==> src/rtl/inet_checksum_accumulator.sv <==
// Streaming Internet checksum (RFC 1071) generator.
// Bytes are packed big-endian into 16-bit words and folded into a running
// one's-complement sum; at packet end the inverted sum and byte count are
// presented on a valid/ready result port.
module inet_checksum_accumulator #(
  parameter int unsigned UDP_ZERO_FIX = 0,
  parameter int unsigned LEN_WIDTH    = 16
) (
  input  logic                 clk,
  input  logic                 rst_n,
  input  logic [15:0]          seed,
  input  logic [7:0]           in_data,
  input  logic                 in_valid,
  input  logic                 in_last,
  output logic                 in_ready,
  output logic [15:0]          out_csum,
  output logic [LEN_WIDTH-1:0] out_len,
  output logic                 out_valid,
  input  logic                 out_ready
);

  typedef enum logic [0:0] {StAccum, StOut} state_e;

  state_e               state_q, state_d;
  logic [15:0]          sum_q, sum_d;
  logic [7:0]           hi_q, hi_d;
  logic                 phase_q, phase_d;
  logic                 first_q, first_d;
  logic [LEN_WIDTH-1:0] count_q, count_d;
  logic [15:0]          csum_q, csum_d;
  logic [LEN_WIDTH-1:0] len_q, len_d;

  // 16-bit one's-complement add with end-around carry.
  function automatic logic [15:0] oc_add(input logic [15:0] a, input logic [15:0] b);
    logic [16:0] s;
    s = {1'b0, a} + {1'b0, b};
    return s[15:0] + {15'd0, s[16]};
  endfunction

  logic                 accept;
  logic [15:0]          base;
  logic [15:0]          word;
  logic [15:0]          folded;
  logic [15:0]          inv_sum;
  logic [LEN_WIDTH-1:0] count_inc;

  // Datapath helpers shared by the next-state logic.
  always_comb begin
    accept    = in_valid && (state_q == StAccum);
    base      = first_q ? seed : sum_q;
    // In phase 0 the byte is the high half; a lone final byte is zero-padded.
    word      = phase_q ? {hi_q, in_data} : {in_data, 8'h00};
    folded    = oc_add(base, word);
    inv_sum   = ~folded;
    count_inc = (&count_q) ? count_q : count_q + 1'b1;
  end

  // Next-state logic for the accumulate/output FSM.
  always_comb begin
    state_d = state_q;
    sum_d   = sum_q;
    hi_d    = hi_q;
    phase_d = phase_q;
    first_d = first_q;
    count_d = count_q;
    csum_d  = csum_q;
    len_d   = len_q;

    unique case (state_q)
      StAccum: begin
        if (accept) begin
          first_d = 1'b0;
          count_d = count_inc;
          if (!phase_q && !in_last) begin
            hi_d    = in_data;
            sum_d   = base;
            phase_d = 1'b1;
          end else begin
            sum_d   = folded;
            phase_d = 1'b0;
          end
          if (in_last) begin
            state_d = StOut;
            len_d   = count_inc;
            csum_d  = ((UDP_ZERO_FIX != 0) && (inv_sum == 16'h0000)) ? 16'hFFFF : inv_sum;
          end
        end
      end
      StOut: begin
        if (out_ready) begin
          state_d = StAccum;
          sum_d   = 16'h0000;
          phase_d = 1'b0;
          first_d = 1'b1;
          count_d = '0;
        end
      end
      default: state_d = StAccum;
    endcase
  end

  // State registers with synchronous active-low reset.
  always_ff @(posedge clk) begin
    if (!rst_n) begin
      state_q <= StAccum;
      sum_q   <= 16'h0000;
      hi_q    <= 8'h00;
      phase_q <= 1'b0;
      first_q <= 1'b1;
      count_q <= '0;
      csum_q  <= 16'h0000;
      len_q   <= '0;
    end else begin
      state_q <= state_d;
      sum_q   <= sum_d;
      hi_q    <= hi_d;
      phase_q <= phase_d;
      first_q <= first_d;
      count_q <= count_d;
      csum_q  <= csum_d;
      len_q   <= len_d;
    end
  end

  // Handshake outputs follow the FSM state; results are held in registers.
  always_comb begin
    in_ready  = (state_q == StAccum);
    out_valid = (state_q == StOut);
    out_csum  = csum_q;
    out_len   = len_q;
  end

endmodule
==> config.mk <==
export PLATFORM = sky130hd
export DESIGN_NAME = inet_checksum_accumulator
export DESIGN_NICKNAME = d
export VERILOG_FILES = /design/src/rtl/inet_checksum_accumulator.sv
export SDC_FILE = /design/constraint.sdc
export NUM_CORES = 1
export LEC_CHECK = 0
export ABC_CLOCK_PERIOD_IN_PS = 4600
export CELL_PAD_IN_SITES_DETAIL_PLACEMENT = 0
export CELL_PAD_IN_SITES_GLOBAL_PLACEMENT = 1
export CORE_MARGIN = 2
export CORE_UTILIZATION = 43
export CTS_BUF_LIST = sky130_fd_sc_hd__clkbuf_16
export CTS_CLUSTER_SIZE = 40
export DETAILED_ROUTE_END_ITERATION = 7
export DONT_BUFFER_PORTS = 1
export GPL_TIMING_DRIVEN = 0
export PLACE_DENSITY = 0.81
export SYNTH_ARGS = -nofsm -noshare
export SYNTH_HDL_FRONTEND = slang
export SYNTH_SLANG_ARGS = --single-unit
==> constraint.sdc <==
create_clock -name clk -period 4.6 [get_ports clk]
set_input_delay 0.92 -clock clk [delete_from_list [all_inputs] [get_ports clk]]
set_output_delay 0.92 -clock clk [all_outputs]
set_load 0.005 [all_outputs]
==> metrics, run 1 <==
share of layout cells above drive strength 1 19.13%; cell count after placement 699; outcome finished, final reports clean; Place WS -1079 ps; CTS Sinks 75; CTS tree built; Mapped Cells 559; Worst IR Drop VDD 0.1955 mV; largest fanout on the critical path 5; GRT Total Usage 24.25%; die footprint 11740 um^2; Min-Delay Path Depth 2; WP data required 4840 ps; setup ws final 160.7 ps; Placement Rows 38; PortBufs 0; CP Capture Type flop; RR Startpoint first_q; Layout fillers around 1100; initial antenna violation count 2; Leak around 2.1 nW; post-DP HPWL 10.18 mm; fraction of registers with async set/reset 0%; H-tree depth 3; Min-Delay Path Class flop to flop; Period Utilization, post-route between 90% and 100%; Die X 108.4 um; most common cell after layout, fill and taps aside dfxtp_1; Post-Route WL 14.11 mm; # IOs 63; Most used DFF post-synth dfxtp_1; Initial Util 43.58%; Final Max Slew Viols 0; Crit Reg-Reg Endpoint out_csum[12]; gpl congestion 0.8544; syn_nets approximately 610; most frequent cells in the layout dfxtp_1 (73), nor2_1 (59), a21oi_1 (57); worst hold start hi_q[1]; CTS Root Cell clkbuf_16; post-synthesis cell area 4683 um^2; Final Hold Viols 0; post-layout min period 4439 ps; Skew-Pair Late Insertion Delay 350 ps; pwr dens 368.0 nW/um^2; Worst R2R Path Depth 20; Post-Layout Cell Count 736; Setup-failing EPs final 0; total power draw 0.002025 W; residual DRC count 0; DR vias/cell 5.889; Hold Buf Count CTS 0; clk buf depth 2; post-layout net count 640; antenna-violating nets left 0; Hold EP hi_q[1]; Setup Crit Path Kind flop to flop; largest net degree at the start of global routing 13; Fin Clk Skew 5.999 ps; Die Height 108.4 um; WP data arrival 4680 ps; vias in the first global route 4119; MaxCap Viol Count 0; clock slew at reported path FFs 60 ps; CTS buffer count 9; library cells used by synthesis 74; Worst Tran Pin Value 879.7 ps; FF+latch count, synth 75; r2r setup slk about 160 ps; Setup crit start kind flop; first-pass iteration count of the detailed router 5; Yosys warnings 0; Worst slew margin 40.90%; FMAX 0.2253 GHz; total gr overflow 0; routed via count 4334; number of DRC markers in iteration 0 297; sequential fraction of the synthesis area between 30% and 40%; Core Region 10750 um^2; Mean Syn Cell Area about 8.4 um^2; Final Util between 50% and 60%; first-pass GRT wire length 21.62 mm; Diodes inserted 0; number of synthesized flops with an enable pin 0; wire length per cell 19.17 um; Area Overhead vs Synth 17.53%
-- critical path: stages (launching register included) --
cell	delay, ps
dfxtp_4	360
clkbuf_16	150
mux2_4	210
ha_4	130
inv_2	40
fa_2	360
nand2b_4	170
a211oi_4	270
o21ai_2	140
o21ai_1	150
o311a_1	230
a21oi_2	70
o21bai_2	220
ha_2	220
nor2b_4	150
and2b_2	170
nand4_1	170
or4_1	520
nor4b_2	350
o31ai_1	100
and2_1	160
-- synthesized netlist by cell type, types with 7 or more instances --
library cell  instances  share of area, %
ha_1                 19               5.1
clkbuf_1             25               2.0
nor3_1                8              0.85
mux2_2               24               5.8
a21oi_1              58               6.2
a211oi_1             10               1.6
o21ai_0              29               3.1
nor2_1               60               4.8
xnor2_1              18               3.4
a22oi_1               9               1.4
inv_1                 7              0.56
and2_1               12               1.6
a222oi_1              8               1.7
xor2_1               14               2.6
nand2_1              48               3.8
dfxtp_1              75                32
nand3_1              18               1.9
-- routing by layer --
metal | wire, um | track usage, %
met3 | 876 | 6.570
met2 | 6995 | 42.18
met1 | 5852 | 28.29
met4 | 355 | 9.432
met5 | 27 | 0
-- how the worst max path moves through the flow --
stage / from / slack, ps / cells after the start / to
after floorplan: seed[0] / 10 / 19 / out_csum[14]
final: first_q / 160 / 20 / out_csum[12]
after detailed placement: first_q / -1080 / 21 / out_csum[12]
after CTS: first_q / 40 / 20 / out_csum[14]
after global routing: first_q / -30 / 20 / out_csum[12]
after global placement: first_q / -1030 / 21 / out_csum[12]
-- report_power, final --
| group | internal, W | total (W) | leakage [nW] | switching (W) |
|---|---|---|---|---|
| combinational | 0.000205 | 0.000495 | 1.33 | 0.000290 |
| clock | 0.000524 | 0.000813 | 0.168 | 0.000289 |
| sequential | 0.000690 | 0.000717 | 0.613 | 0.0000274 |
-- state kept, by name, indices dropped and copies added (netlist names) --
register	flops
out_len	16
phase_q	1
hi_q	8
out_csum	16
sum_q	16
count_q	16
out_valid	1
first_q	1
-- repair_timing --
action / in CTS / in global routing
endpoints found under the setup margin: 28 / 16
gates resized for setup: 18 / 15
pin swaps: 7 / 14
cloned: 0 / 1
buffers inserted: 11 / 12
-- cell families after synthesis --
| logic type | count (synthesis) | synth area share [%] |
|---|---|---|
| and+or+nand+nor | 201 | 22.28 |
| AOI/OAI and AO/OA | 159 | 22.42 |
| adders and majority gates | 20 | 5.504 |
| buffers and inverters | 41 | 4.007 |
| DFF | 75 | 32.06 |
| muxes | 30 | 7.160 |
| xor gates and xnor gates | 33 | 6.572 |
-- through the flow --
step | TNS [ps] | cell area, um^2 | hold WS [ps]
finish | 0 | 5504 | 451.9
global route | -45.42 | 5504 | 466.4
detailed placement | -17830 | 4860 | 446.8
global placement | -16650 | 4860 | 439.8
floorplan | 0 | 4684 | 429.5
CTS | 0 | 5335 | 454.8
-- final cells by class --
type                            instances  area, um^2  area share (%)
Buffer                                 31       181.4           3.296
Clock buffer                            9       225.2           4.092
Clock inverter                          7       107.6           1.955
Inverter                                8       30.03          0.5456
Multi-Input combinational cell        443        3099           56.31
Sequential cell                        75        1509           27.42
Tap cell                              140       175.2           3.183
Timing Repair Buffer                   23       176.4           3.205
Power figures use the tool's default switching activity.
==> run 2, diff against run 1 <==
--- a/config.mk
+++ b/config.mk
@@ -15,7 +15,7 @@
 export DETAILED_ROUTE_END_ITERATION = 7
 export DONT_BUFFER_PORTS = 1
 export GPL_TIMING_DRIVEN = 0
-export PLACE_DENSITY = 0.81
+export PLACE_DENSITY_LB_ADDON = 0.3
 export SYNTH_ARGS = -nofsm -noshare
 export SYNTH_HDL_FRONTEND = slang
 export SYNTH_SLANG_ARGS = --single-unit
==> metrics, run 2 (synthesis gave the netlist of run 1 again) <==
Min-Delay Path Class flop to flop; WP data arrival 4730 ps (+50 ps); CP Capture Type flop; most common cell after layout, fill and taps aside dfxtp_1; Die X 108.4 um (unchanged); Fin Clk Skew 8.848 ps (+2.849 ps); antenna-violating nets left 0 (unchanged); post-layout net count 632 (-1.3%); first-pass GRT wire length 20.64 mm (-4.5%); Worst slew margin 45.47% (+4.6 points); switch share 31.53% (+1.6 points); Period Utilization, post-route 97.14% (+0.64 points); WP data required 4860 ps (+20 ps); # IOs 63 (unchanged); Placement Cell Area 4860 um^2 (unchanged); post-layout min period 4469 ps (+29.26 ps); gpl congestion 0.8878 (+3.9%); total gr overflow 0 (unchanged); CTS tree built; Setup crit start kind flop; pwr dens 354.3 nW/um^2 (-3.7%); number of DRC markers in iteration 0 221 (-26%); wire length per cell 18.53 um (-3.3%); share of layout cells above drive strength 1 17.86% (-1.3 points); Post-Route WL 13.49 mm (-4.4%); CTS Sinks 75 (unchanged); first-pass iteration count of the detailed router 6 (+1); post-DP HPWL 10.06 mm (-1.2%); slowest stage delay, CP 430 ps (-90 ps); DR vias/cell 5.802 (-1.5%); CTS Root Cell clkbuf_16; CP bufs+invs 3 (+1); Final Cell Area 5389 um^2 (-2.1%); residual DRC count 0 (unchanged); RR Startpoint first_q; Seq pwr share 37.5% (+2.1 points); Worst Tran Pin Value 811.7 ps (-68.03 ps); MaxCap Viol Count 0 (unchanged); outcome finished, final reports clean; die footprint 11740 um^2 (unchanged); CP dominant cell by count o21ai_1; worst hold start hi_q[6]; PortBufs 0 (unchanged); CTS buffer count 9 (unchanged); Hold EP hi_q[6]; Initial Util 43.58% (unchanged); Diodes inserted 0 (unchanged); Leak 2.053 nW (-2.8%); Final Max Slew Viols 0 (unchanged); combinational power share 25.3% (+0.8 points); Layout fillers 1088 (+2.0%); Min-Delay Path Depth 2 (unchanged); initial antenna violation count 1 (-1); crit path cell chain clkbuf_16, mux2_4, ha_4, inv_2, fa_2, nand2b_4, a211oi_4, o21ai_2, o21ai_1, o311a_1, a21oi_2, o21bai_2, ha_2, nor2b_4, and2b_2, nand4_1, buf_4, or4_4, nor4b_4, o21ai_1, a21oi_1; most frequent cells in the layout dfxtp_1 (73), nor2_1 (60), a21oi_1 (57); slowest cell on the critical path or4_4; r2r setup slk 130 ps (-30 ps); clock slew at reported path FFs 60 ps (about the same); routed via count 4224 (-2.5%); vias in the first global route 4039 (-1.9%); Setup-failing EPs final 0 (unchanged); Final Hold Viols 0 (unchanged); Placement Rows 38 (unchanged); H-tree depth 3 (unchanged); Worst R2R Path Depth 21 (+5.0%); GRT Total Usage 23.28% (-0.96 points); Area Overhead vs Synth 15.07%; Pint 0.001307 W (-7.9%); Worst IR Drop VDD 0.2518 mV (+29%); Skew-Pair Late Insertion Delay 350 ps (about the same); Hold Buf Count CTS 0 (unchanged); setup TNS 0 ps (unchanged); Core Region 10750 um^2 (unchanged); RSZ-0062 raised after global routing true; clk buf depth 2 (unchanged); Setup Crit Path Kind flop to flop; Sw Pwr 0.0006020 W (-0.73%); Die Height 108.4 um (unchanged); largest fanout on the critical path 7 (+2); largest net degree at the start of global routing 14 (+1); crit-path leading delay family simple AND/OR/NAND/NOR gates; clock power share 37.2% (-2.9 points); FMAX 0.2238 GHz (-0.65%); Crit Reg-Reg Endpoint sum_q[12]
## run 2: repair_timing
| action | CTS | global route |
|---|---|---|
| gates resized for setup | 18 | 13 |
| buffers inserted | 9 | 6 |
| setup endpoints to repair | 26 | 14 |
| pin swaps | 6 | 10 |
## run 2: area by class of cell
cell class,count,area (um^2),area share (%)
Multi-Input combinational cell,443,3085,57.26
Inverter,8,30.03,0.5572
Buffer,31,177.7,3.297
Sequential cell,75,1509,28.00
Timing Repair Buffer,15,116.4,2.159
Tap cell,140,175.2,3.251
Clock inverter,7,70.07,1.300
Clock buffer,9,225.2,4.179
## run 2: routing by layer
layer | global-route usage (%) | wire (um) | up-vias
met5 | 0 | 0 | -
met4 | 8.150 | 351 | 0
met3 | 6.570 | 843 | 26
met2 | 41.91 | 6854 | 109
met1 | 26.23 | 5440 | 1990
li1 | - | - | 2099
## run 2: worst max path at each step
| stage | end | cells past startpoint | start |
|---|---|---|---|
| 2_1_floorplan | out_csum[14] | 19 | seed[0] |
| 3_3_place_gp | out_csum[12] | 21 | first_q |
| 3_5_place_dp | out_csum[12] | 21 | first_q |
| 4_1_cts | out_csum[12] | 21 | first_q |
| 5_1_grt | sum_q[12] | 21 | first_q |
| 6_report | sum_q[12] | 21 | first_q |
## run 2: worst register-to-register path, delay by kind of cell (launching register included)
family	cells	cell delay, ps
buffers and inverters	3	400
AND/OR/NAND/NOR	6	1380
AO/OA/AOI/OAI	8	1320
flip-flops	1	360
multiplexers	1	220
adder cells (fa/ha/maj)	3	690
## run 2: power by group through the flow
stage / Clock, W / Combinational, W / Sequential, W
finish: 0.000710 / 0.000483 / 0.000717
global route: 0.000751 / 0.000529 / 0.000721
CTS: 0.000718 / 0.000461 / 0.000717
detailed placement: 0 / 0.000443 / 0.000730
global placement: 0 / 0.000436 / 0.000728
floorplan: 0 / 0.000350 / 0.000722
## run 2: stage by stage
| step | hold slack, ps | total power, W | setup slack (ps) | std cells | utilization [%] |
|---|---|---|---|---|---|
| after floorplan | 429.5 | 0.001072 | 13.26 | 559 | - |
| after global placement | 438.1 | 0.001164 | -1011 | 699 | 45.23 |
| after detailed placement | 445.1 | 0.001173 | -1002 | 699 | 45.23 |
| after CTS | 453.5 | 0.001896 | 18.06 | 722 | 49.20 |
| after global routing | 477.8 | 0.002001 | -19.61 | 728 | 50.15 |
| final | 451.5 | 0.001909 | 131.4 | 728 | 50.15 |
==> run 3, diff against run 2 <==
--- a/config.mk
+++ b/config.mk
@@ -8,6 +8,7 @@
 export ABC_CLOCK_PERIOD_IN_PS = 4600
 export CELL_PAD_IN_SITES_DETAIL_PLACEMENT = 0
 export CELL_PAD_IN_SITES_GLOBAL_PLACEMENT = 1
+export CORE_ASPECT_RATIO = 0.5
 export CORE_MARGIN = 2
 export CORE_UTILIZATION = 43
 export CTS_BUF_LIST = sky130_fd_sc_hd__clkbuf_16
@@ -15,6 +16,7 @@
 export DETAILED_ROUTE_END_ITERATION = 7
 export DONT_BUFFER_PORTS = 1
 export GPL_TIMING_DRIVEN = 0
+export MAX_ROUTING_LAYER = met4
 export PLACE_DENSITY_LB_ADDON = 0.3
 export SYNTH_ARGS = -nofsm -noshare
 export SYNTH_HDL_FRONTEND = slang
==> metrics, run 3 (synthesis gave the netlist of run 1 again) <==
CTS Root Cell clkbuf_16; first-pass GRT wire length 20.88 mm (+1.1%); largest net degree at the start of global routing 20 (+6); crit-path leading delay family simple AND/OR/NAND/NOR gates; final hold slack 453.3 ps (+1.811 ps); die footprint 11790 um^2 (+0.43%); WP data arrival 4700 ps (-30 ps); Min-Delay Path Class flop to flop; Initial Util 44.99% (+1.4 points); Die Height 77.80 um (-28%); Worst IR Drop VDD 0.1985 mV (-21%); Final Util 51.54% (+1.4 points); Final Hold Viols 0 (unchanged); slowest stage delay, CP 620 ps (+190 ps); most common cell after layout, fill and taps aside dfxtp_1; clk buf depth 2 (unchanged); H-tree depth 3 (unchanged); CTS Sinks 75 (unchanged); clock power share 36.9% (-0.3 points); Hold Buf Count CTS 0 (unchanged); WP data required 4830 ps (-30 ps); vias in the first global route 3887 (-3.8%); total gr overflow 0 (unchanged); CP Capture Type flop; Die X 151.6 um (+40%); Post-Route WL 13.24 mm (-1.9%); Skew-Pair Late Insertion Delay 340 ps (about the same); Fin Clk Skew 6.453 ps (-2.395 ps); Setup Crit Path Kind input port to flop; most frequent cells in the layout dfxtp_1 (73), nor2_1 (60), a21oi_1 (57); largest fanout on the critical path 3 (-4); Leak 2.043 nW (-0.48%); Core Region 10410 um^2 (-3.1%); routed via count 4216 (-0.19%); combinational power share 25.4% (about the same); crit path cell chain mux2_4, ha_4, inv_1, fa_2, nand2b_4, a211oi_4, o21ai_2, o21ai_1, o311a_1, a21oi_2, o21bai_2, ha_2, nor2b_4, and2b_2, nand4_1, or4_4, nor4b_4, o31ai_1, and2_1; CP bufs+invs 1 (-2); Multi-input gate area 3070 um^2 (-0.49%); CP startpoint seed[0]; post-layout min period 4469 ps (+0.1420 ps); Setup-failing EPs final 0 (unchanged); initial antenna violation count 0 (-1); clock slew at reported path FFs 60 ps (about the same); Area Overhead vs Synth 14.56%; Pint 0.001305 W (-0.17%); DR vias/cell 5.799 (about the same); outcome finished, final reports clean; PortBufs 0 (unchanged); post-DP HPWL 9.961 mm (-0.99%); MaxCap Viol Count 0 (unchanged); Register Area 1509 um^2 (unchanged); GRT Total Usage 23.61% (+0.33 points); Worst Tran Pin Value 800.4 ps (-11.29 ps); CTS buffer count 9 (unchanged); post-layout net count 630 (-0.32%); Final Max Slew Viols 0 (unchanged); antenna-violating nets left 0 (unchanged); FMAX 0.2238 GHz (about the same); Sw Pwr 0.0006025 W (about the same); # IOs 63 (unchanged); Placement Rows 26 (-32%); Seq pwr share 37.7% (+0.2 points); gpl congestion 0.9048 (+1.9%); first-pass iteration count of the detailed router 5 (-1); number of DRC markers in iteration 0 208 (-5.9%); Layout fillers 1012 (-7.0%); total power draw 0.001907 W (about the same); pwr dens 355.5 nW/um^2 (+0.35%); worst hold start hi_q[7]; Setup crit start kind input port; Worst slew margin 45.89% (+0.42 points); RR Startpoint first_q; wire length per cell 18.21 um (-1.7%); switch share 31.59% (+0.055 points); Period Utilization, post-route 97.15% (about the same); residual DRC count 0 (unchanged); slowest cell on the critical path or4_4; CTS tree built; share of layout cells above drive strength 1 17.06% (-0.79 points)
run 3: cell types whose count changed in the layout (fill, tap and decap cells not counted), sizes merged:
cell      delta
inv          +1
clkbuf       -2
clkinv       -2
clkinvlp     +1
diode        +1
run 3: layout make-up:
type	count	area share (%)
Inverter	8	0.5597
Buffer	30	3.125
Clock inverter	7	1.259
Multi-Input combinational cell	443	57.23
Antenna cell	1	0.04664
Timing Repair Buffer	14	2.192
Sequential cell	75	28.13
Clock buffer	9	4.198
Tap cell	140	3.265
run 3: layer usage:
metal | part of all wire (%) | vias up | global-route usage, %
met5 | 0 | - | -
li1 | - | 2093 | -
met1 | 49 | 2003 | 31.31
met4 | 1.1 | 0 | 6.389
met2 | 45 | 106 | 36.47
met3 | 4.7 | 14 | 5.235
run 3: path summary, 6_finish.rpt:
kind                            slack, ps  depth (start not counted)           end
worst min-delay path                  450                          2       hi_q[7]
worst min register to register        450                          2       hi_q[7]
worst max-delay path                  130                         19  out_csum[12]
worst max register to register        140                         18  out_csum[12]
run 3: timing repair:
item | in CTS | in global routing
gates cloned | 0 | 0
pin swaps | 6 | 14
resized for setup | 15 | 9
buffers inserted | 5 | 9
endpoints found under the setup margin | 26 | 12
run 3: tightest hold or removal path, cell delays in order (launching register included):
cell and delay (ps):
dfxtp_1 310, nand2_1 50, a21oi_1 50
run 3: power by group through the flow:
stage / sequential, W / combinational [W] / clock (W)
finish: 0.000718 / 0.000485 / 0.000704
detailed placement: 0.000729 / 0.000449 / 0
floorplan: 0.000722 / 0.000350 / 0
CTS: 0.000721 / 0.000458 / 0.000715
global placement: 0.000728 / 0.000444 / 0
global route: 0.000724 / 0.000528 / 0.000747
run 3: per-stage QoR:
stage | cells | setup TNS, ps | setup slack, ps | area [um^2]
2_1_floorplan | 559 | 0 | 13.26 | 4684
3_3_place_gp | 699 | -12610 | -898.4 | 4860
3_5_place_dp | 699 | -13630 | -924.0 | 4860
4_1_cts | 717 | 0 | 7.317 | 5243
5_1_grt | 726 | -15.75 | -15.75 | 5363
6_report | 727 | 0 | 131.3 | 5365
